<file path="src/rtl/ijvm_fetch_ctrl.sv">
// IJVM instruction-fetch sequencer: owns the PC, fetches bytes over a req/ack
// handshake and buffers them in a 2-entry prefetch queue feeding the MBR.
module ijvm_fetch_ctrl #(
  parameter int unsigned WORD_WIDTH = 8,
  parameter int unsigned DATA_WIDTH = 8
) (
  input  logic                  clk,
  input  logic                  rst_n,
  input  logic                  jump_en,
  input  logic [WORD_WIDTH-1:0] jump_addr,
  input  logic                  mbr_pop,
  output logic [DATA_WIDTH-1:0] mbr_out,
  output logic                  mbr_valid,
  output logic [WORD_WIDTH-1:0] pc_out,
  output logic [WORD_WIDTH-1:0] mem_addr,
  output logic                  mem_rd,
  input  logic                  mem_ack,
  input  logic [DATA_WIDTH-1:0] mem_data,
  output logic                  busy
);

  typedef enum logic [1:0] {
    IDLE,
    FETCH,
    DISCARD
  } state_e;

  state_e                state_q;
  logic [WORD_WIDTH-1:0] pc_q;
  logic [WORD_WIDTH-1:0] mem_addr_q;
  logic                  mem_rd_q;
  logic [DATA_WIDTH-1:0] q0_q, q0_d;
  logic [DATA_WIDTH-1:0] q1_q, q1_d;
  logic [1:0]            cnt_q, cnt_d;
  logic                  push;
  logic                  pop;

  // A jump flushes the queue, so neither a returning byte nor a pop counts that cycle.
  assign push = (state_q == FETCH) && mem_ack && !jump_en;
  assign pop  = mbr_pop && (cnt_q != 2'd0) && !jump_en;

  // Pop is applied before push so a simultaneous push lands behind the survivor.
  always_comb begin
    q0_d  = q0_q;
    q1_d  = q1_q;
    cnt_d = cnt_q;
    if (jump_en) begin
      cnt_d = '0;
    end else begin
      if (pop) begin
        q0_d  = q1_q;
        cnt_d = cnt_q - 2'd1;
      end
      if (push) begin
        if (cnt_d == 2'd0) begin
          q0_d = mem_data;
        end else begin
          q1_d = mem_data;
        end
        cnt_d = cnt_d + 2'd1;
      end
    end
  end

  always_ff @(posedge clk) begin
    if (!rst_n) begin
      state_q    <= IDLE;
      pc_q       <= '0;
      mem_addr_q <= '0;
      mem_rd_q   <= 1'b0;
      cnt_q      <= '0;
      q0_q       <= '0;
      q1_q       <= '0;
    end else begin
      cnt_q <= cnt_d;
      q0_q  <= q0_d;
      q1_q  <= q1_d;
      unique case (state_q)
        IDLE: begin
          if (jump_en) begin
            pc_q <= jump_addr;
          end else if (cnt_q < 2'd2) begin
            mem_rd_q   <= 1'b1;
            mem_addr_q <= pc_q;
            state_q    <= FETCH;
          end
        end
        FETCH: begin
          if (jump_en) begin
            pc_q <= jump_addr;
            if (mem_ack) begin
              mem_rd_q <= 1'b0;
              state_q  <= IDLE;
            end else begin
              state_q <= DISCARD;
            end
          end else if (mem_ack) begin
            pc_q     <= pc_q + WORD_WIDTH'(1);
            mem_rd_q <= 1'b0;
            state_q  <= IDLE;
          end
        end
        DISCARD: begin
          if (jump_en) begin
            pc_q <= jump_addr;
          end
          if (mem_ack) begin
            mem_rd_q <= 1'b0;
            state_q  <= IDLE;
          end
        end
        default: begin
          mem_rd_q <= 1'b0;
          state_q  <= IDLE;
        end
      endcase
    end
  end

  assign mbr_valid = (cnt_q != 2'd0);
  assign mbr_out   = (cnt_q != 2'd0) ? q0_q : '0;
  assign pc_out    = pc_q;
  assign mem_addr  = mem_addr_q;
  assign mem_rd    = mem_rd_q;
  assign busy      = (state_q != IDLE);

endmodule

</file>
<file path="config.mk">
export PLATFORM = sky130hd
export DESIGN_NAME = ijvm_fetch_ctrl
export DESIGN_NICKNAME = d
export VERILOG_FILES = /design/src/rtl/ijvm_fetch_ctrl.sv
export SDC_FILE = /design/constraint.sdc
export NUM_CORES = 1
export LEC_CHECK = 0
export ABC_AREA = 1
export CAP_MARGIN = 20
export CORE_ASPECT_RATIO = 1.4
export CORE_MARGIN = 2
export CORE_UTILIZATION = 53
export CTS_CLUSTER_SIZE = 8
export DETAILED_ROUTE_END_ITERATION = 16
export PLACE_DENSITY = 0.85
export SETUP_SLACK_MARGIN = 0.15
export SLEW_MARGIN = 10
export SYNTH_ARGS = -nofsm -noshare
export SYNTH_HDL_FRONTEND = slang
export SYNTH_SLANG_ARGS = --single-unit
</file>
<file path="constraint.sdc">
create_clock -name clk -period 4.2 [get_ports clk]
set_input_delay 0.42 -clock clk [delete_from_list [all_inputs] [get_ports clk]]
set_output_delay 0.42 -clock clk [all_outputs]
set_load 0.1 [all_outputs]
</file>
# After elaboration in Yosys (flattened, before gate mapping)

Index checks and enable logic that the tools add are counted.

Output and inout bits: 27
Bits in registers: 37
Word-level logic and storage cells: 60
Bits of input ports: 21

Eq/ne operators: 7
Reduce and logical (&&, ||, !) cells: 18
Bitwise operators: 3
Add/subtract/negate cells: 3
Muxes and demuxes: 21
Magnitude comparators: 1

Operator list:

| cell                                                                | number |
|---|---|
| 8-bit 2-to-1 mux                                                    | 7 |
| 2-bit 2-to-1 mux                                                    | 8 |
| 8-bit one-hot mux with 2 select lines                               | 1 |
| 3-bit AND reduction                                                 | 4 |
| 8-bit by 1-bit adder with 8-bit output (second input constant)      | 1 |
| 2-bit one-hot mux with 3 select lines                               | 1 |
| 2-bit nonzero test                                                  | 3 |
| 2-bit OR reduction                                                  | 3 |
| 1-bit logical AND                                                   | 4 |
| 2-bit zero test                                                     | 2 |
| 2-bit by 1-bit != test with 1-bit output (second input constant)    | 2 |
| 2-bit != test (second input constant)                               | 2 |
| 1-bit 2-to-1 mux                                                    | 3 |
| 3-bit != test (second input constant)                               | 1 |
| 1-bit NOT                                                           | 3 |
| 2-bit by 1-bit adder with 2-bit output (second input constant)      | 1 |
| 2-bit by 1-bit == test with 1-bit output (second input constant)    | 1 |
| 2-bit == test (second input constant)                               | 1 |
| 2-bit < comparator (second input constant)                          | 1 |
| 1-bit one-hot mux with 2 select lines                               | 1 |
| 2-bit AND reduction                                                 | 1 |
| 2-bit by 1-bit subtractor with 2-bit output (second input constant) | 1 |
| 1-bit zero test                                                     | 1 |

# Logic depth before layout (Yosys ltp)

Depth after elaboration: 8
Depth in mapped cells: 15
Gate-level depth less buffers: 14

# Worst setup path after synthesis

Ideal clock, no wire load.

Path kind: register -> register
Start: register cnt_q[1]
End: register q0_q[2]
Slack: 1,815 ps
Path buffers: 2
Data arrival time: 2,265 ps
Required time: 4,080 ps
Setup time: 120 ps
Stages on the path, launching flop included: 15
Period minus slack after synthesis: 2,385 ps
Cells stage by stage: dfxtp_1 > inv_1 > ha_1 > buf_6 > clkinv_2 > nand3_4 > buf_6 > o21a_1 > inv_1 > ha_1 > inv_1 > nor2_4 > inv_2 > o211ai_1 > nand2_1

Longest elaborated chain between the ends: 8
Elaborated cells between the ends (all ways): 10
Those cells by class: add/sub: 1; mux: 5; reduce/logical: 4

Ends and longest elaborated chain:

| element                           | RTL line | text |
|---|---|---|
| start, declared                   | 34       | `logic [1:0] cnt_q, cnt_d;` |
| start signal, assigned            | 75       | `cnt_q <= cnt_d;` |
| 2-bit nonzero test *              | --       |  |
| via mbr_valid                     | 13       | `output logic mbr_valid,` |
| 1-bit logical AND * (2 in series) | 40       | `assign pop = mbr_pop && (cnt_q != 2'd0) && !jump_en;` |
| 2-bit 2-to-1 mux                  | 50       | `if (pop) begin` |
| 2-bit 2-to-1 mux                  | 47       | `if (jump_en) begin` |
| 2-bit zero test                   | 55       | `if (cnt_d == 2'd0) begin` |
| 8-bit 2-to-1 mux                  | 55       |  |
| 8-bit 2-to-1 mux *                | 54       | `if (push) begin` |
| end signal, assigned              | 76       | `q0_q <= q0_d;` |
| end, declared                     | 32       | `logic [DATA_WIDTH-1:0] q0_q, q0_d;` |

The timed path passes the listed nets; every way through them passes the cells marked *. The select of a mux whose other input is x is not followed.
A chain may end at the register's enable or synchronous reset.

# Worst setup path in the final report

Start: register state_q[0]
End: output port busy

Longest elaborated chain between the ends: 1

Ends and longest elaborated chain:

| element                | RTL line | text |
|---|---|---|
| start, declared        | 28       | `state_e state_q;` |
| start signal, assigned | 67       | `state_q <= IDLE;` |
| start signal, assigned | 85       | `state_q <= FETCH;` |
| start signal, assigned | 93       | `state_q <= IDLE;` |
| 2-bit nonzero test     | 125      | `assign busy = (state_q != IDLE);` |
| end, declared          | 19       | `output logic busy` |

No other way between the ends.

==> impl_metrics.env <==
export IMPL_pwr_density_cell_nw_per_um2=396
export IMPL_area_delta_synth_final_pct=29.1
export IMPL_synth_cells=285
export IMPL_rows=26
export IMPL_cts_resized=0
export IMPL_num_vias=1895
export IMPL_synth_top_family_by_area="simple AND/OR/NAND/NOR gates"
export IMPL_drv_slew=0
export IMPL_skew_ns=0.00571
export IMPL_required_ns=3.78
export IMPL_finalPower_mw=1.01
export IMPL_setup_violations=0
export IMPL_cp_endpoint="busy"
export IMPL_cts_buffers=5
export IMPL_worstSkewPairLatency_ns=0.29
export IMPL_clock_sinks=37
export IMPL_hold_class="reg2reg"
export IMPL_first_pass_iters=4
export IMPL_fillers=315
export IMPL_cp_slowest_cell="clkdlybuf4s50_1"
export IMPL_drt_iter0_drc=92
export IMPL_clockBufferDepth=2
export IMPL_crit_top_cell="inv_1"
export IMPL_path_buf_inv=3
export IMPL_antenna_found_initial=0
export IMPL_syn_area_um2=1970
export IMPL_yosys_mux_area_fraction=0
export IMPL_worstSetupStartpointType="flop"
export IMPL_synthSimpleGateAreaFrac=0.316
export IMPL_viasPerCell=5.07
export IMPL_crit_chain="inv_1 > ha_1 > inv_1 > clkdlybuf4s50_1"
export IMPL_grt_pass1_vias=1834
export IMPL_rsz0062_at_grt="no"
export IMPL_grt_max_degree=23
export IMPL_start_util=0.546
export IMPL_cts_setup_buffers=0
export IMPL_r2r_end="q0_q[1]$_SDFFE_PN0N_"
export IMPL_ys_ff_latch=37
export IMPL_synth_edf_count=0
export IMPL_slew_headroom=0.345
export IMPL_postRouteAntennaNets=0
export IMPL_setup_tns_ns=0
export IMPL_htree_levels=2
export IMPL_regArea_um2=741
export IMPL_ys_warn_count=0
export IMPL_dp_slack_ns=1.62
export IMPL_io_pins=48
export IMPL_fp_dieH_um=76.2
export IMPL_p_leak_nw=1.09
export IMPL_ys_flop_type="dfxtp_1"
export IMPL_critPathTopFamily="buffers and inverters"
export IMPL_nets=360
export IMPL_coreArea_um2=3610
export IMPL_synth_fa_ha_area_frac=0.0444
export IMPL_die_area_um2=4230
export IMPL_critPathLaunch="state_q[0]$_SDFFE_PN0P_"
export IMPL_wl_per_cell_um=12.3
export IMPL_hold_viol=0
export IMPL_worstSetupPathDepth=4
export IMPL_clockRootBuffer="clkbuf_8"
export IMPL_status="finished clean"
export IMPL_worst_setup_path_type="reg2out"
export IMPL_max_freq_mhz=368
export IMPL_synth_compound_area_frac=0.156
export IMPL_detail_route_wirelength_mm=4.60
export IMPL_arrival_ns=2.30
export IMPL_period_minus_slack_ns=2.72
export IMPL_drive_above_1_share=0.0964
export IMPL_overflow=0
export IMPL_n_antenna_cell=0
export IMPL_ys_async_sr_fraction=0
export IMPL_seq_area_frac_synth=0.376
export IMPL_port_buffer_count=47
export IMPL_multi_input_area_um2=1030
export IMPL_synth_xor_area_frac=0.00444
export IMPL_yosysUniqueCellTypes=26
export IMPL_vdd_drop_max_v=0.000292
export IMPL_tightest_slew_ns=0.980
export IMPL_postCtsHoldBufs=0
export IMPL_gp_congestion=0.810
export IMPL_r2r_cells=13
export IMPL_grt_pass1_wl_mm=7.87
export IMPL_slowest_delay_ns=1.15
export IMPL_finalCoreUtilization=0.705
export IMPL_dp_hpwl_mm=3.33
export IMPL_fin_ws_ns=1.48
export IMPL_drv_cap=0
export IMPL_r2r_start="cnt_q[0]$_SDFF_PP0_"
export IMPL_endpoint_kind="output pin"
export IMPL_clk_pin_slew_ns=0.07
export IMPL_cts_tree="yes"
export IMPL_finalCritPeriodShare=0.647
export IMPL_syn_num_nets=313
export IMPL_avgSynthCellArea_um2=6.91
export IMPL_rrSetupSlack_ns=1.83
export IMPL_die_w_um=55.5
export IMPL_worstPathMaxFanout=4
export IMPL_track_usage=0.229
export IMPL_drc_errors=0
-- worst min-delay path, stage by stage, from the launching register on --
cell and delay [ns]:
dfxtp_1 0.32, nand2_1 0.06, nand2_1 0.04
-- cell usage after synthesis, types with 3 or more instances --
cell      number  area, um2
o21ai_0       24        120
dfxtp_1       37        741
nand3_1        8       40.0
nor3_2         6       60.1
inv_1         33        124
a21oi_1       22        110
buf_6          3       33.8
o211ai_1       3       22.5
nand2_2        3       18.8
o21ai_1        3       15.0
clkbuf_1       3       11.3
nand2_1       46        173
inv_2          4       15.0
ha_1           7       87.6
nor2_1        65        244
nor2_2         4       25.0
-- cell usage in the layout, fill, tap and decap left out, drive strengths merged --
cell           count
a211oi             2
a21oi             24
bufinv             1
clkbuf             5
clkdlybuf4s50     47
clkinv             2
dfxtp             37
ha                 7
inv               38
nand2             49
nand3             10
nor2              71
nor3               7
o211ai             3
o21a               1
o21ai             27
xor2               1
-- metal layers --
metal  global-route usage  vias up  part of all wire
li1                     -      989                 -
met1                0.260      847              0.43
met2                0.412       53              0.51
met3               0.0407        6             0.045
met4               0.0976        0             0.014
met5                    0        -                 0
-- where the power goes --
group	switching [mW]	leakage (nW)	internal (mW)
logic	0.232	0.734	0.0843
registers	0.0182	0.303	0.375
clock network	0.126	0.0540	0.173
-- cells by family after synthesis --
family / Yosys count
compound gates: 57
xor+xnor: 1
fa+ha+maj: 7
buf+inv: 46
flops: 37
simple gates: 137
-- state kept, by name (all words and copies together), names as in the netlist --
signal,count
mem_addr,8
pc_out,8
q0_q,8
q1_q,8
cnt_q,2
state_q,2
mem_rd,1
-- final cells by class --
cell class,count,area share
Multi-Input combinational cell,202,0.404
Sequential cell,37,0.291
Timing Repair Buffer,47,0.185
Inverter,39,0.0590
Clock buffer,5,0.0270
Tap cell,42,0.0206
Clock inverter,2,0.0138
-- how the worst min path moves through the flow --
stage	from	to	slack, ns	cells past startpoint
4_1_cts	q0_q[3]$_SDFFE_PN0N_	q0_q[3]$_SDFFE_PN0N_	0.46	2
6_report	q0_q[3]$_SDFFE_PN0N_	q0_q[3]$_SDFFE_PN0N_	0.46	2
2_1_floorplan	q0_q[2]$_SDFFE_PN0N_	q0_q[2]$_SDFFE_PN0N_	0.43	2
3_3_place_gp	q0_q[3]$_SDFFE_PN0N_	q0_q[3]$_SDFFE_PN0N_	0.44	2
5_1_grt	q0_q[3]$_SDFFE_PN0N_	q0_q[3]$_SDFFE_PN0N_	0.48	2
3_5_place_dp	q0_q[3]$_SDFFE_PN0N_	q0_q[3]$_SDFFE_PN0N_	0.45	2
-- per-stage QoR --
step           instance area (um2)  instances  hold WS (ns)
3_3_place_gp                  2440        367         0.439
6_report                      2540        374         0.460
5_1_grt                       2540        374         0.484
4_1_cts                       2540        374         0.460
2_1_floorplan                 1970        285         0.426
3_5_place_dp                  2440        367         0.450
No activity file was read; power rests on OpenSTA's default activity.
